## src/rtl/irq_event_ctrl.sv

```systemverilog
// irq_event_ctrl
//   APB-programmable interrupt/event controller placed in front of the sleep unit.
//   Each rising edge on a request line sets a pending bit. Pending bits are ANDed
//   with the mask, and the lowest-index active bit is presented to the core.
//   signal_o drives the wake/abort input of the sleep unit.
//
// Ports
//   HCLK, HRESETn          clock, asynchronous active-low reset
//   PADDR/PWDATA/PWRITE/   APB slave; word index PADDR[4:2]:
//   PSEL/PENABLE/PRDATA/     0 MASK (RW), 1 PENDING (RO), 2 SET (W1S),
//   PREADY/PSLVERR           3 CLEAR (W1C), 4 STATUS (RO: [31]=irq, [4:0]=id)
//   irq_lines_i            level request lines, synchronous to HCLK
//   irq_o, irq_id_o        request and lowest active index presented to the core
//   irq_ack_i/irq_ack_id_i single-cycle acknowledge of one index
//   signal_o               wake/abort to the sleep unit; same as irq_o
module irq_event_ctrl #(
  parameter int APB_ADDR_WIDTH = 12,
  parameter int NB_LINES       = 32
) (
  input  logic                      HCLK,
  input  logic                      HRESETn,
  input  logic [APB_ADDR_WIDTH-1:0] PADDR,
  input  logic [31:0]               PWDATA,
  input  logic                      PWRITE,
  input  logic                      PSEL,
  input  logic                      PENABLE,
  output logic [31:0]               PRDATA,
  output logic                      PREADY,
  output logic                      PSLVERR,
  input  logic [NB_LINES-1:0]       irq_lines_i,
  output logic                      irq_o,
  output logic [4:0]                irq_id_o,
  input  logic                      irq_ack_i,
  input  logic [4:0]                irq_ack_id_i,
  output logic                      signal_o
);

  localparam logic [2:0] IDX_MASK    = 3'd0;
  localparam logic [2:0] IDX_PENDING = 3'd1;
  localparam logic [2:0] IDX_SET     = 3'd2;
  localparam logic [2:0] IDX_CLEAR   = 3'd3;
  localparam logic [2:0] IDX_STATUS  = 3'd4;

  logic [NB_LINES-1:0] mask_q, pending_q, prev_q;
  logic [NB_LINES-1:0] pending_n, edge_v, set_v, clr_v, ack_v, active_v;
  logic [2:0]          word_idx;
  logic                wr_en, rd_en;
  logic                unused_bits;

  assign PREADY   = 1'b1;
  assign PSLVERR  = 1'b0;
  assign word_idx = PADDR[4:2];
  assign wr_en    = PSEL & PENABLE & PWRITE;
  assign rd_en    = PSEL & PENABLE & ~PWRITE;

  // Only a few address bits and NB_LINES data bits take part in the decode.
  assign unused_bits = ^{PADDR, PWDATA};

  assign edge_v   = irq_lines_i & ~prev_q;
  assign active_v = pending_q & mask_q;

  // An ack whose id is outside 0..NB_LINES-1 matches no bit, so it does nothing.
  always_comb begin
    ack_v = '0;
    for (int i = 0; i < NB_LINES; i++) begin
      ack_v[i] = irq_ack_i && (irq_ack_id_i == 5'(i));
    end
  end

  // Set wins over clear, so an edge that lands in the ack cycle is kept.
  always_comb begin
    set_v     = edge_v | ((wr_en && word_idx == IDX_SET) ? PWDATA[NB_LINES-1:0] : '0);
    clr_v     = ack_v  | ((wr_en && word_idx == IDX_CLEAR) ? PWDATA[NB_LINES-1:0] : '0);
    pending_n = set_v | (pending_q & ~clr_v);
  end

  // Downward scan: the last assignment is the lowest set index.
  always_comb begin
    irq_id_o = 5'd0;
    for (int i = NB_LINES - 1; i >= 0; i--) begin
      if (active_v[i]) irq_id_o = 5'(i);
    end
  end

  assign irq_o    = |active_v;
  assign signal_o = irq_o;

  always_ff @(posedge HCLK or negedge HRESETn) begin
    if (!HRESETn) begin
      mask_q    <= '0;
      pending_q <= '0;
      prev_q    <= '1;   // a line already high at reset release does not count as an edge
    end else begin
      prev_q    <= irq_lines_i;
      pending_q <= pending_n;
      if (wr_en && word_idx == IDX_MASK) mask_q <= PWDATA[NB_LINES-1:0];
    end
  end

  always_comb begin
    PRDATA = 32'd0;
    if (rd_en) begin
      case (word_idx)
        IDX_MASK:    PRDATA = 32'(mask_q);
        IDX_PENDING: PRDATA = 32'(pending_q);
        IDX_STATUS:  PRDATA = {irq_o, 26'd0, irq_id_o};
        default:     PRDATA = 32'd0;
      endcase
    end
  end

endmodule

```

## config.mk

```make
export PLATFORM = sky130hd
export DESIGN_NAME = irq_event_ctrl
export DESIGN_NICKNAME = d
export VERILOG_FILES = /design/src/rtl/irq_event_ctrl.sv
export SDC_FILE = /design/constraint.sdc
export NUM_CORES = 1
export LEC_CHECK = 0
export ABC_AREA = 1
export CORE_MARGIN = 4
export CORE_UTILIZATION = 45
export CTS_CLUSTER_DIAMETER = 120
export DETAILED_ROUTE_END_ITERATION = 7
export GPL_TIMING_DRIVEN = 1
export PLACE_DENSITY = 0.86
export SETUP_SLACK_MARGIN = 0.15
export SLEW_MARGIN = 20
export SYNTH_ARGS = -nofsm -noshare
export SYNTH_HDL_FRONTEND = slang
export SYNTH_SLANG_ARGS = --single-unit
export TNS_END_PERCENT = 100
```

## constraint.sdc

```tcl
create_clock -name HCLK -period 2.65 [get_ports HCLK]
set_clock_uncertainty 0.1 [all_clocks]
set_input_delay 0.3975 -clock HCLK [delete_from_list [all_inputs] [get_ports HCLK]]
set_output_delay 0.3975 -clock HCLK [all_outputs]
set_load 0.005 [all_outputs]
```

==> summary.md, run 1 <==
| Metric | Value |
|---|---|
| Vias in the first global route | `5263` |
| Status | `finished, violations left` |
| Max clock buf depth | `2` |
| Cell variety after synth | `28` |
| Arrival @ worst endpoint | `2800 ps` |
| Commonest non-fill, non-tap cell in the layout | `nand2_1` |
| Gp weighted congestion | `0.858` |
| RSZ-0062 raised after global routing | `true` |
| Top-level port count | `128` |
| Cells after Synth | `612` |
| Die Wd | `112 µm` |
| Number of buffers and inverters on the critical path | `1` |
| Initial Utilization | `46.7%` |
| Worst slew pin tran | `707 ps` |
| DRC viols | `0` |
| DRT antenna net count | `0` |
| Final Worst Setup Slack | `-647 ps` |
| CP top delay family | `simple AND/OR/NAND/NOR gates` |
| TritonRoute pass-1 iters | `5` |
| Pin count of the biggest net entering global routing | `65` |
| Syn Nets | `699` |
| Most frequent cells in the layout | `nand2_1 (202), clkdlybuf4s50_1 (81), inv_1 (68), dfrtp_1 (64), buf_4 (49)` |
| Post-Syn Area | `4890 µm²` |
| Initial antenna violation count | `0` |
| Maxcap violations | `0` |
| Final worst-path cycle share | `124%` |
| Violated checks | `negative setup slack` |
| Worst-path clk slew | `100 ps` |
| Drt initial violations | `353` |
| First-pass GRT wire length | `25900 µm` |
| Most common cell on crit path | `nand2_1` |
| Chip height | `112 µm` |
| Antenna Cells | `0` |
| FF+latch count, synth | `96` |
| GR Overflow Total | `0` |
| Skew-Pair Late Insertion Delay | `370 ps` |
| Post-DR wirelength/cell | `18.0 µm` |
| Crit Path Max Fanout | `2` |
| DRT Wirelength | `16600 µm` |
| Cts bufs inserted | `9` |
| Leak Pwr | `3.34 nW` |
| Peak supply drop | `0.592 mV` |
| Sequential share of the synthesized area | `49.9%` |
| Adder-Cell Fraction of Synth Area | `0%` |
| Synth-to-Final Area Change | `46.0%` |
| CTS tree | `yes` |
| Port-buffer cells | `116` |
| Layout cells sized above 1 | `23.4%` |
| Site Rows | `37` |
| Final Slew Violations | `0` |
| Final setup fails | `5` |
| Delay of the slowest cell on the worst path | `410 ps` |
| Final hold vios | `0` |
| Fin util | `68.3%` |
| Die area | `12600 µm²` |
| CTS sink count | `96` |
| Synth Warn # | `0` |
| Pwr dens | `561 nW/µm²` |
| HP Class | `in2reg` |
| Worst Setup Start Kind | `register` |
| Htree depth | `3` |
| Multiplexer area fraction after synthesis | `0%` |
| Hold slack final | `346 ps` |
| Complex-gate fraction of the synthesized area | `18.8%` |
| Root Driver | `clkbuf_8` |
| Core Region | `10500 µm²` |
| Crit-path slowest cell | `dfrtp_1` |
| Required time worst endpoint | `2150 ps` |
| Nets | `868` |
| Peak Freq | `303 MHz` |
| Pwr Total | `4.01 mW` |
| Layout filler cell count | `816` |
| Synthesized-area fraction occupied by and/or/nand/nor cells | `23.0%` |
| XOR/XNOR Fraction of Synth Area | `0%` |
| DP HPWL | `11000 µm` |
| Via count | `5142` |
| Post-route minimum period | `3300 ps` |
| Total Routing Usage GR | `25.6%` |
| Critical setup path kind | `reg2out` |
| Syn avg cell area | `7.99 µm²` |
| DR vias/cell | `5.58` |
| Rel. slew slack | `52.9%` |
| Critical path endpoint category | `output port` |
| Largest family of logic cells by synthesized area | `simple AND/OR/NAND/NOR gates` |
[area by class of cell]
cell class	count	area (µm²)	share of cell area (%)
Clock buffer	12	145	2.03
Tap cell	136	170	2.38
Inverter	77	289	4.05
Timing Repair Buffer	183	1790	25.0
Multi-Input combinational cell	414	2230	31.3
Clock inverter	4	76.3	1.07
Sequential cell	96	2440	34.2
[cells by family after synthesis]
group,count (synthesis)
simple gates,274
buf+inv,102
other cells,2
compound gates,138
flops,96
[routing by layer]
layer	wire, µm	track usage, %	up-vias
met5	0	0	-
met4	441	8.49	0
met3	1470	5.98	43
met2	8380	43.9	271
met1	6340	31.8	2477
li1	-	-	2351
[through the flow]
step / instances / area [µm²] / worst slack, ps / TNS, ps
after floorplan: 612 / 4890 / 232 / 0
after global placement: 883 / 6520 / -453 / -2310
after detailed placement: 883 / 6520 / -522 / -3000
after CTS: 913 / 6920 / -591 / -1730
after global routing: 922 / 7140 / -1040 / -3260
final: 922 / 7140 / -647 / -1980
[synth_stat cells]
master | instances | area, µm²
o21ai_1 | 32 | 160
nand2_1 | 213 | 800
inv_2 | 8 | 30.0
o31ai_1 | 1 | 7.51
dfstp_2 | 32 | 841
a22o_1 | 1 | 8.76
nand3_1 | 1 | 5.00
conb_1 | 2 | 7.51
a22oi_1 | 1 | 7.51
nand3_2 | 1 | 10.0
o21bai_1 | 1 | 7.51
a21boi_1 | 2 | 15.0
buf_4 | 3 | 22.5
nor3_1 | 3 | 15.0
inv_1 | 69 | 259
o211ai_1 | 32 | 240
a21oi_1 | 27 | 135
a31oi_1 | 7 | 43.8
or2_1 | 2 | 12.5
a21oi_2 | 1 | 8.76
o21ai_0 | 1 | 5.00
nand4_1 | 2 | 12.5
nand2_4 | 10 | 113
dfrtp_1 | 64 | 1600
clkbuf_1 | 22 | 82.6
o221ai_1 | 32 | 280
nor2_1 | 41 | 154
nand2_2 | 1 | 6.26
[sequential cells by signal, summed over array words and instances, names as in the netlist]
name,count
mask_q,32
pending_q,32
prev_q,32
[power breakdown]
part           switching [mW]  internal, mW
clock network           0.503         0.562
registers               0.117          1.63
logic                   0.624         0.577
[worst register-to-register path, cell delays in order (launching register included)]
cell and delay, ps:
dfrtp_1 410, buf_4 140, buf_4 120, buf_4 130
o211ai_1 90, o221ai_1 150
[path summary, 6_finish.rpt]
path	startpoint	to	slack, ps	cells after the start
setup / recovery	mask_q[30]	PRDATA[0]	-650	34
max in group asynchronous	HRESETn	prev_q[28]	1230	3
min in group asynchronous	HRESETn	mask_q[15]	490	2
setup reg to reg	pending_q[31]	pending_q[31]	1370	5
hold reg to reg	mask_q[10]	mask_q[10]	420	2
hold / removal	irq_lines_i[20]	prev_q[20]	350	1
[timing repair]
action	CTS	global route
gates resized for setup	78	58
cloned	2	1
setup buffers	11	8
setup endpoints to repair	39	31
endpoints found under the hold margin	31	0
pin swaps	17	12
hold buffers	1	0
Note: power is estimated with default switching activity, not from simulation.
==> run 2: changes to the inputs <==
--- a/config.mk
+++ b/config.mk
@@ -6,6 +6,7 @@
 export NUM_CORES = 1
 export LEC_CHECK = 0
 export ABC_AREA = 1
+export CAP_MARGIN = 10
 export CORE_MARGIN = 4
 export CORE_UTILIZATION = 45
 export CTS_CLUSTER_DIAMETER = 120
==> results of run 2 <==
The final DEF is identical to that of run 1; final timing and power are the same.
